`src/rtl/mips_cpu_pkg.sv`:
```
// Shared MIPS CPU definitions: sequencer state encodings and the reset vector.
// Imported by the PC controller, brancher and decoder.
package mips_cpu_pkg;

    // EXEC1 must stay 4'b0010: brancher decodes that exact value.
    typedef enum logic [3:0] {
        FETCH  = 4'b0000,
        DECODE = 4'b0001,
        EXEC1  = 4'b0010,
        EXEC2  = 4'b0011,
        HALT   = 4'b1111
    } state_t;

    localparam logic [31:0] RESET_VECTOR_DEFAULT = 32'hBFC0_0000;

endpackage

```
`src/rtl/mips_cpu_pc_ctrl_if.sv`:
```
// Instruction-fetch bus between the PC controller (master) and instruction memory (slave).
interface mips_cpu_pc_ctrl_if;

    logic [31:0] pc;
    logic        instr_read;
    logic        instr_waitrequest;

    modport master (output pc, output instr_read, input instr_waitrequest);
    modport slave  (input pc, input instr_read, output instr_waitrequest);

endinterface

```
`src/rtl/mips_cpu_pc_ctrl.sv`:
```
// Multicycle sequencer and PC controller with one-instruction branch delay slots.
// Optional MIPS_CPU_ALIGN_CHECK_EN traps misaligned redirect targets via the fault output.
module mips_cpu_pc_ctrl
    import mips_cpu_pkg::*;
#(
    parameter logic [31:0] RESET_VECTOR = RESET_VECTOR_DEFAULT
) (
    input  logic                      clk,
    input  logic                      reset,
    mips_cpu_pc_ctrl_if.master        fetch,
    output logic [3:0]                state,
    output logic                      active,
    input  logic                      need_exec2,
    input  logic                      exec2_busy,
    input  logic                      JumpIN,
    input  logic                      Jump_EN,
    input  logic [31:0]               jump_target
`ifdef MIPS_CPU_ALIGN_CHECK_EN
   ,output logic                      fault
`endif
);

    state_t      r_state;
    logic [31:0] r_pc;
    logic        r_active;
    logic        r_redirect;
    logic [31:0] r_tgt;
    logic        r_taken_now;
    logic [31:0] r_tgt_now;

    state_t      w_state_next;
    logic [31:0] w_pc_next;
    logic        w_redirect_next;
    logic [31:0] w_tgt_next;
    logic        w_taken_now;
    logic [31:0] w_tgt_now;
    logic        w_commit;
    logic [31:0] w_pc_target;
    logic        w_trap;
    logic        w_fault_next;
    logic        r_fault;

    // A commit straight out of EXEC1 must see this cycle's brancher result, not the stale register.
    assign w_taken_now = (r_state == EXEC1) ? (Jump_EN & JumpIN) : r_taken_now;
    assign w_tgt_now   = (r_state == EXEC1) ? jump_target : r_tgt_now;
    assign w_commit    = ((r_state == EXEC1) && !need_exec2) ||
                         ((r_state == EXEC2) && !exec2_busy);
    assign w_pc_target = r_redirect ? r_tgt : r_pc + 32'd4;

`ifdef MIPS_CPU_ALIGN_CHECK_EN
    assign w_trap = r_redirect && (r_tgt[1:0] != 2'b00);
    assign fault  = r_fault;
`else
    assign w_trap = 1'b0;
`endif

    // NOTE: every signal gets a default first so no path through the case infers a latch.
    always_comb begin
        w_state_next    = r_state;
        w_pc_next       = r_pc;
        w_redirect_next = r_redirect;
        w_tgt_next      = r_tgt;
        w_fault_next    = r_fault;

        case (r_state)
            FETCH:   if (!fetch.instr_waitrequest) w_state_next = DECODE;
            DECODE:  w_state_next = EXEC1;
            EXEC1:   if (need_exec2) w_state_next = EXEC2;
            EXEC2:   w_state_next = EXEC2;
            HALT:    w_state_next = HALT;
            default: w_state_next = FETCH;
        endcase

        if (w_commit) begin
            if (w_trap) begin
                w_fault_next = 1'b1;
                w_state_next = HALT;
            end else begin
                w_pc_next       = w_pc_target;
                w_redirect_next = w_taken_now;
                w_tgt_next      = w_tgt_now;
                w_state_next    = (w_pc_target == 32'h0) ? HALT : FETCH;
            end
        end
    end

    // NOTE: sequential state uses non-blocking assignments so all registers update together.
    always_ff @(posedge clk) begin
        if (reset) begin
            r_state     <= FETCH;
            r_pc        <= RESET_VECTOR;
            r_active    <= 1'b1;
            r_redirect  <= 1'b0;
            r_tgt       <= 32'h0;
            r_taken_now <= 1'b0;
            r_tgt_now   <= 32'h0;
        end else begin
            r_state    <= w_state_next;
            r_pc       <= w_pc_next;
            r_active   <= (w_state_next != HALT);
            r_redirect <= w_redirect_next;
            r_tgt      <= w_tgt_next;
            if (r_state == EXEC1) begin
                r_taken_now <= Jump_EN & JumpIN;
                r_tgt_now   <= jump_target;
            end
        end
    end

`ifdef MIPS_CPU_ALIGN_CHECK_EN
    always_ff @(posedge clk) begin
        if (reset) r_fault <= 1'b0;
        else       r_fault <= w_fault_next;
    end
`else
    assign r_fault = 1'b0;
`endif

    assign state            = r_state;
    assign active           = r_active;
    assign fetch.pc         = r_pc;
    assign fetch.instr_read = (r_state == FETCH) && !reset;

endmodule

```
`src/flat_wrapper.sv`:
```
// flat-port wrapper written by rule: the top's interface ports become plain ports
module mips_cpu_pc_ctrl_flat import mips_cpu_pkg::*;
#(
    parameter logic [31:0] RESET_VECTOR = RESET_VECTOR_DEFAULT
)
  (clk, reset, state, active, need_exec2, exec2_busy, JumpIN, Jump_EN, jump_target, fetch_pc, fetch_instr_read, fetch_instr_waitrequest);
  mips_cpu_pc_ctrl_if fetch_i ();
  input  logic clk;
  input  logic reset;
  output logic [3:0] state;
  output logic active;
  input  logic need_exec2;
  input  logic exec2_busy;
  input  logic JumpIN;
  input  logic Jump_EN;
  input  logic [31:0] jump_target;
  output wire logic [$bits(fetch_i.pc)-1:0] fetch_pc;
  output wire logic [$bits(fetch_i.instr_read)-1:0] fetch_instr_read;
  input wire logic [$bits(fetch_i.instr_waitrequest)-1:0] fetch_instr_waitrequest;
  assign fetch_pc = fetch_i.pc;
  assign fetch_instr_read = fetch_i.instr_read;
  assign fetch_i.instr_waitrequest = fetch_instr_waitrequest;
  mips_cpu_pc_ctrl #(.RESET_VECTOR(RESET_VECTOR)) u_core (.clk(clk), .reset(reset), .fetch(fetch_i), .state(state), .active(active), .need_exec2(need_exec2), .exec2_busy(exec2_busy), .JumpIN(JumpIN), .Jump_EN(Jump_EN), .jump_target(jump_target));
endmodule
```
`config.mk`:
```
export PLATFORM = sky130hd
export DESIGN_NAME = mips_cpu_pc_ctrl_flat
export DESIGN_NICKNAME = d
export VERILOG_FILES = /design/src/rtl/mips_cpu_pkg.sv /design/src/rtl/mips_cpu_pc_ctrl_if.sv /design/src/rtl/mips_cpu_pc_ctrl.sv /design/src/flat_wrapper.sv
export SDC_FILE = /design/constraint.sdc
export NUM_CORES = 1
export LEC_CHECK = 0
export CORE_MARGIN = 2
export CORE_UTILIZATION = 49
export DETAILED_ROUTE_END_ITERATION = 8
export GPL_TIMING_DRIVEN = 0
export PLACE_DENSITY_LB_ADDON = 0.1
export REMOVE_ABC_BUFFERS = 1
export SYNTH_ARGS = -nofsm -noshare
export SYNTH_HDL_FRONTEND = slang
export SYNTH_SLANG_ARGS = --single-unit
```
`constraint.sdc`:
```
create_clock -name clk -period 2.4 [get_ports clk]
set_input_delay 0.24 -clock clk [delete_from_list [all_inputs] [get_ports clk]]
set_output_delay 0.24 -clock clk [all_outputs]
set_load 0.005 [all_outputs]
```
==> results of run 1 <==
==> worst max path at each step <==
stage	to	slack, ns	cells past startpoint
after CTS	u_core.active$_SDFF_PP1_	-0.08	9
final	u_core.active$_SDFF_PP1_	-0.14	10
after global routing	u_core.active$_SDFF_PP1_	-0.27	10
after floorplan	u_core.active$_SDFF_PP1_	-0.89	6
after detailed placement	u_core.active$_SDFF_PP1_	-0.81	9
after global placement	u_core.active$_SDFF_PP1_	-2.32	8
==> where the power goes <==
| part | switching, uW | internal [uW] | total [uW] |
|---|---|---|---|
| logic | 328 | 308 | 637 |
| clock network | 586 | 490 | 1080 |
| registers | 111 | 1810 | 1920 |
==> per-stage QoR <==
step                      std cells  power, uW  setup slack, ns
final                           778       3630           -0.144
after global routing            778       3800           -0.266
after CTS                       765       3640          -0.0794
after detailed placement        735       2530           -0.814
after global placement          733       2520            -2.32
after floorplan                 524       2280           -0.886
==> cell usage after synthesis, drive strengths merged (2+ instances only) <==
master / count / area [um^2]
or4: 3 / 22.5
nand2: 47 / 176
a211oi: 35 / 263
nand3: 8 / 57.6
nand4: 14 / 106
or3: 4 / 25.0
and3: 5 / 36.3
a221oi: 14 / 123
nor3: 21 / 121
a21oi: 21 / 105
mux2i: 39 / 390
o211ai: 4 / 30.0
nor2: 116 / 435
or2: 3 / 18.8
and2: 2 / 12.5
xor2: 9 / 97.6
a31oi: 4 / 25.0
xnor2: 16 / 140
buf: 19 / 121
a2111oi: 2 / 55.1
nor2b: 2 / 20.0
o21ai: 16 / 80.1
nor4: 10 / 111
o22ai: 2 / 12.5
dfxtp: 103 / 2060
nand3b: 4 / 30.0
clkbuf: 30 / 133
o21bai: 2 / 15.0
inv: 4 / 15.0
==> sequential cells by signal, indices dropped and copies added (netlist names) <==
register,cells
u_core.fetch.pc,32
u_core.r_tgt,32
u_core.r_tgt_now,32
u_core.state,4
u_core.active,1
u_core.r_redirect,1
u_core.r_taken_now,1
==> logic make-up after synthesis <==
logic type,synth area share
muxes,0.0808
adders and majority gates,0.00252
and+or+nand+nor,0.245
xor gates and xnor gates,0.0478
DFF,0.415
buffers and inverters,0.0541
AOI/OAI and AO/OA,0.155
==> per-layer routing <==
metal	share of wire	GRT usage
met3	0.058	0.0399
met4	0.026	0.120
met2	0.46	0.370
met1	0.45	0.314
met5	0	0
==> cells in the final DEF (no fill, tap or decap), types with 3 or more instances in the layout <==
cell type,count
a221oi_1,14
a31oi_1,4
mux2i_1,38
nand4_1,11
xnor2_1,16
clkdlybuf4s50_1,75
nor4_4,6
o211ai_1,4
xor2_1,7
nand3_1,5
dfxtp_1,81
dfxtp_4,5
nor2_1,113
a211oi_1,35
nand3_4,3
nor3_1,18
or2_2,3
buf_4,20
o21ai_0,9
nand2_1,47
inv_1,4
o21ai_1,6
nand3b_1,4
nand4_2,3
clkbuf_8,13
buf_12,3
dfxtp_2,17
and3_1,3
a21oi_1,21
==> area by class of cell <==
class | instances | area [um^2]
multi-input cells | 420 | 2820
fillers | 856 | 3480
clock buffers | 14 | 183
flip-flops and latches | 103 | 2100
well taps | 133 | 166
repair buffers | 102 | 1040
inverters | 4 | 15.0
clock inverters | 2 | 12.5
==> repair_timing <==
| action | CTS | global route |
|---|---|---|
| gates cloned | 3 | 0 |
| hold endpoints to repair | 0 | 0 |
| setup buffers | 11 | 13 |
| resized for setup | 34 | 21 |
| pin swaps | 9 | 14 |
| setup endpoints to repair | 29 | 50 |
==> critical path, cell delays in order (launching register included) <==
cell,delay [ns]
dfxtp_4,0.37
ha_4,0.15
nand3_4,0.09
buf_4,0.14
or4_4,0.52
mux2i_1,0.15
o21ai_1,0.18
o211ai_1,0.14
nor4_2,0.30
nand4_2,0.21
nor2b_4,0.17
==> flow_summary_export.csv, run 1 <==
group,metric,value,unit
routing,num_vias,4446,
run_status,outcome,"finished with violations",
routing,drt_iter0_markers,305,
pwr,ir_worst_vdd,0.311,mV
global_routing,track_usage,0.236,
global_routing,antenna_found_initial,0,
floorplanning,row_count,36,
synth,synth_area_per_cell,8.68,um^2
floorplanning,fp.dieH,105,um
min_path,hold_start,"reset",
synth,ys_types,59,
worst_setup_path,worstPathRequired,2.67,ns
cells_and_area,syn2layout_area_growth,27.5,%
floorplanning,ios,77,
cts,clk_pin_slew,0.09,ns
global_routing,grt_pass1_vias,4095,
worst_setup_path,reg2reg_from,"u_core.fetch.pc[2]$_SDFFE_PP0P_",
timing,min_period,2.54,ns
cts,insertion_delay,0.38,ns
synth,synth_top_flop_cell,"dfxtp_1",
floorplanning,start_util,0.506,
run_status,violations,"setup timing",
synth,ys_seq_area_frac,0.415,
synth,synth-edff-count,0,
cts,clockBufferDepth,2,
cts,ctsHoldBuffers,0,
pwr,leakage,0.00221,uW
routing,routedWlPerCell,16.8,um
worst_setup_path,crit_path_max_fanout,5,
routing,drt_pass1_iterations,5,
synth,synth_seq_cells,103,
worst_setup_path,reg2reg_to,"u_core.active$_SDFF_PP1_",
timing,clock_skew,0.00714,ns
place,place.detailed.hpwl,7580,um
timing,rsz0062_at_grt,"true",
timing,holdWs,0.302,ns
synth,synthCells,573,
cts,clock-sinks,103,
place,gp_congestion,0.878,
worst_setup_path,cp-start-kind,"register",
global_routing,grt_pass1_wl,20700,um
floorplanning,dieWidth,105,um
min_path,hold_path_depth,2,
synth,synth_area,4970,um^2
timing,hold_viol,0,
cts,numCtsBuffers,9,
synth,synth_warnings,0,
floorplanning,core_area,9820,um^2
timing,drv_slew,0,
timing,finalCritPeriodShare,1.06,
routing,wl,13000,um
routing,post_drt_via_cell_ratio,5.71,
pwr,p_per_area,573,nW/um^2
worst_setup_path,worst_r2r_path_depth,10,
routing,drc_errors,0,
cells_and_area,final_util,0.646,
timing,finalSetupViolations,5,
worst_setup_path,cp-startpoint,"u_core.fetch.pc[2]$_SDFFE_PP0P_",
synth,async_reset_ff_frac,0,
cells_and_area,diodes,0,
place,io_buffer_count,76,
cts,ctsHtreeMaxLevel,3,
timing,worst_slew_pin_slew,0.932,ns
min_path,hold-path-endpoint,"u_core.r_tgt_now[3]$_SDFF_PP0_",
floorplanning,dieArea,11000,um^2
cts,cts_tree,"built",
cts,clk_root_buffer_cell,"clkbuf_8",
cells_and_area,fin_area,6340,um^2
worst_setup_path,cp_data_arrival_time,2.82,ns
worst_setup_path,ff2ff_setup_slack,-0.14,ns
cells_and_area,drive_above_1_share,0.164,
timing,worst_slack,-0.144,ns
place,dpl_cell_area,5710,um^2
timing,max_freq,0.393,GHz
run,maxCapViolations,0,
cells_and_area,num-nets-final,680,
worst_setup_path,worstSetupPathType,"reg -> reg",
routing,antenna_left,0,
min_path,hold_path.class,"in -> reg",
global_routing,grt_overflow,0,
worst_setup_path,crit_path_end_kind,"register",
timing,setup_tns,-0.311,ns
global_routing,grt_max_degree,58,
timing,slew_headroom,0.379,
Note: power is estimated with default switching activity, not from simulation.
==> run 2: changes to the inputs <==
--- a/config.mk
+++ b/config.mk
@@ -7,8 +7,10 @@
 export LEC_CHECK = 0
 export CORE_MARGIN = 2
 export CORE_UTILIZATION = 49
+export CTS_BUF_LIST = sky130_fd_sc_hd__clkbuf_8 sky130_fd_sc_hd__clkbuf_16
 export DETAILED_ROUTE_END_ITERATION = 8
 export GPL_TIMING_DRIVEN = 0
+export MAX_ROUTING_LAYER = met4
 export PLACE_DENSITY_LB_ADDON = 0.1
 export REMOVE_ABC_BUFFERS = 1
 export SYNTH_ARGS = -nofsm -noshare
==> flow_summary_export.csv, run 2 (synthesis results as in run 1) <==
group,metric,value,unit
run_status,outcome,"finished with violations",
run_status,violations,"setup timing",
routing,drt_iter0_markers,326,
worst_setup_path,path_cells,"nand4_1 -> or2_2 -> nor4_2 -> xnor2_1 -> o21ai_1 -> nor4_4 -> nand4_2 -> nor2b_4",
run,maxCapViolations,0,
routing,wl,13100,um
cells_and_area,regArea,2100,um^2
worst_setup_path,worstPathRequired,2.67,ns
cts,cts_tree,"built",
worst_setup_path,worstSetupPathType,"reg -> reg",
cts,clock-sinks,103,
cts,numCtsBuffers,9,
pwr,clock_power_share,0.295,
pwr,ir_worst_vdd,0.310,mV
routing,num_vias,4438,
place,pre_cts_ws,-0.814,ns
timing,slew_headroom,0.362,
cells_and_area,diodes,0,
floorplanning,row_count,36,
worst_setup_path,critPathSlowestCell,"dfxtp_2",
place,gp_congestion,0.893,
global_routing,grt_pass1_vias,4102,
pwr,internal_power,2610,uW
place,place.detailed.hpwl,7580,um
floorplanning,dieWidth,105,um
cells_and_area,final_cell_mix,"nor2_1 (113), dfxtp_1 (81), clkdlybuf4s50_1 (75), nand2_1 (47), mux2i_1 (38)",
cts,clk_root_buffer_cell,"clkbuf_8",
timing,min_period,2.54,ns
cells_and_area,final_common_cell,"nor2_1",
pwr,seqPwrFrac,0.529,
routing,antenna_left,0,
timing,holdWs,0.302,ns
timing,hold_viol,0,
worst_setup_path,cp_data_arrival_time,2.81,ns
worst_setup_path,crit_path_end_kind,"register",
pwr,switching_share,0.282,
floorplanning,core_area,9820,um^2
floorplanning,dieArea,11000,um^2
cells_and_area,final_cells,778,
cts,clockBufferDepth,2,
routing,post_drt_via_cell_ratio,5.70,
timing,rsz0062_at_grt,"true",
floorplanning,ios,77,
cells_and_area,syn2layout_area_growth,27.5,%
cells_and_area,nFillCells,856,
global_routing,antenna_found_initial,0,
floorplanning,start_util,0.506,
worst_setup_path,max_stage_delay,0.46,ns
cts,insertion_delay,0.37,ns
timing,clock_skew,0.00578,ns
timing,max_freq,0.393,GHz
worst_setup_path,cp-start-kind,"register",
timing,finalCritPeriodShare,1.06,
global_routing,track_usage,0.243,
cells_and_area,drive_above_1_share,0.164,
min_path,hold_path.class,"in -> reg",
cells_and_area,num-nets-final,680,
cells_and_area,multi_input_area,2820,um^2
pwr,power.switching,1030,uW
timing,worst_slew_pin_slew,0.957,ns
cts,clk_pin_slew,0.09,ns
timing,finalSetupViolations,5,
pwr,p_comb_frac,0.175,
timing,worst_slack,-0.142,ns
floorplanning,fp.dieH,105,um
global_routing,grt_max_degree,58,
routing,drt_pass1_iterations,5,
timing,drv_slew,0,
worst_setup_path,crit_path_max_fanout,8,
timing,setup_tns,-0.291,ns
pwr,p_per_area,573,nW/um^2
cts,ctsHoldBuffers,0,
place,dp.cells,735,
place,io_buffer_count,76,
routing,routedWlPerCell,16.8,um
global_routing,grt_pass1_wl,20700,um
cts,ctsHtreeMaxLevel,3,
global_routing,grt_overflow,0,
pwr,leakage,0.00221,uW
routing,drc_errors,0,
run 2: changes by cell type in the layout (fill, tap and decap cells not counted):
cell	change
clkbuf_1	-1
inv_1	+1
run 2: metrics by stage:
step | area [um^2] | utilization | total power, uW
after detailed placement | 5710 | 0.581 | 2530
after global placement | 5640 | 0.575 | 2520
after global routing | 6340 | 0.646 | 3800
after floorplan | 4720 | - | 2280
after CTS | 6160 | 0.627 | 3630
final | 6340 | 0.646 | 3630
run 2: layer usage:
| metal | global-route usage | wire [um] | vias to the layer above |
|---|---|---|---|
| met5 | - | 0 | - |
| met1 | 0.314 | 6010 | 2095 |
| li1 | - | - | 2170 |
| met3 | 0.0374 | 732 | 32 |
| met2 | 0.370 | 5950 | 141 |
| met4 | 0.120 | 367 | 0 |
run 2: what timing repair did:
action	4_1_cts	5_1_grt
setup endpoints to repair	29	50
buffers inserted	11	13
cloned	3	0
pin swaps	9	14
gates resized for setup	34	21
run 2: final cells by class:
class                      count  area share
clock inverter                 3     0.00257
clock buffer                  13      0.0282
sequential                   103       0.332
tap                          133      0.0262
multi-input combinational    420       0.445
timing repair buffer         102       0.164
inverter                       4     0.00237
run 2: worst max-delay path: cells and delay by family, from the launching register on:
family / cells / cell delay (ns)
simple gates: 6 / 1.68
flops: 1 / 0.46
xor+xnor: 1 / 0.17
compound gates: 1 / 0.14
run 2: path summary, 6_finish.rpt:
path                                     from  slack [ns]                               to  depth (start not counted)
min                                     reset        0.30   u_core.r_tgt_now[3]$_SDFF_PP0_                          2
max reg2reg  u_core.fetch.pc[12]$_SDFFE_PP0P_       -0.14         u_core.active$_SDFF_PP1_                          8
max          u_core.fetch.pc[12]$_SDFFE_PP0P_       -0.14         u_core.active$_SDFF_PP1_                          8
min reg2reg      u_core.r_tgt[1]$_SDFFE_PP0P_        0.48  u_core.fetch.pc[1]$_SDFFE_PP0P_                          2
run 2: power by group through the flow:
stage / clock [uW] / sequential, uW / combinational (uW)
after global placement: 0 / 1960 / 562
after detailed placement: 0 / 1960 / 566
final: 1070 / 1920 / 636
after floorplan: 0 / 1930 / 349
after CTS: 1100 / 1920 / 622
after global routing: 1160 / 1930 / 699
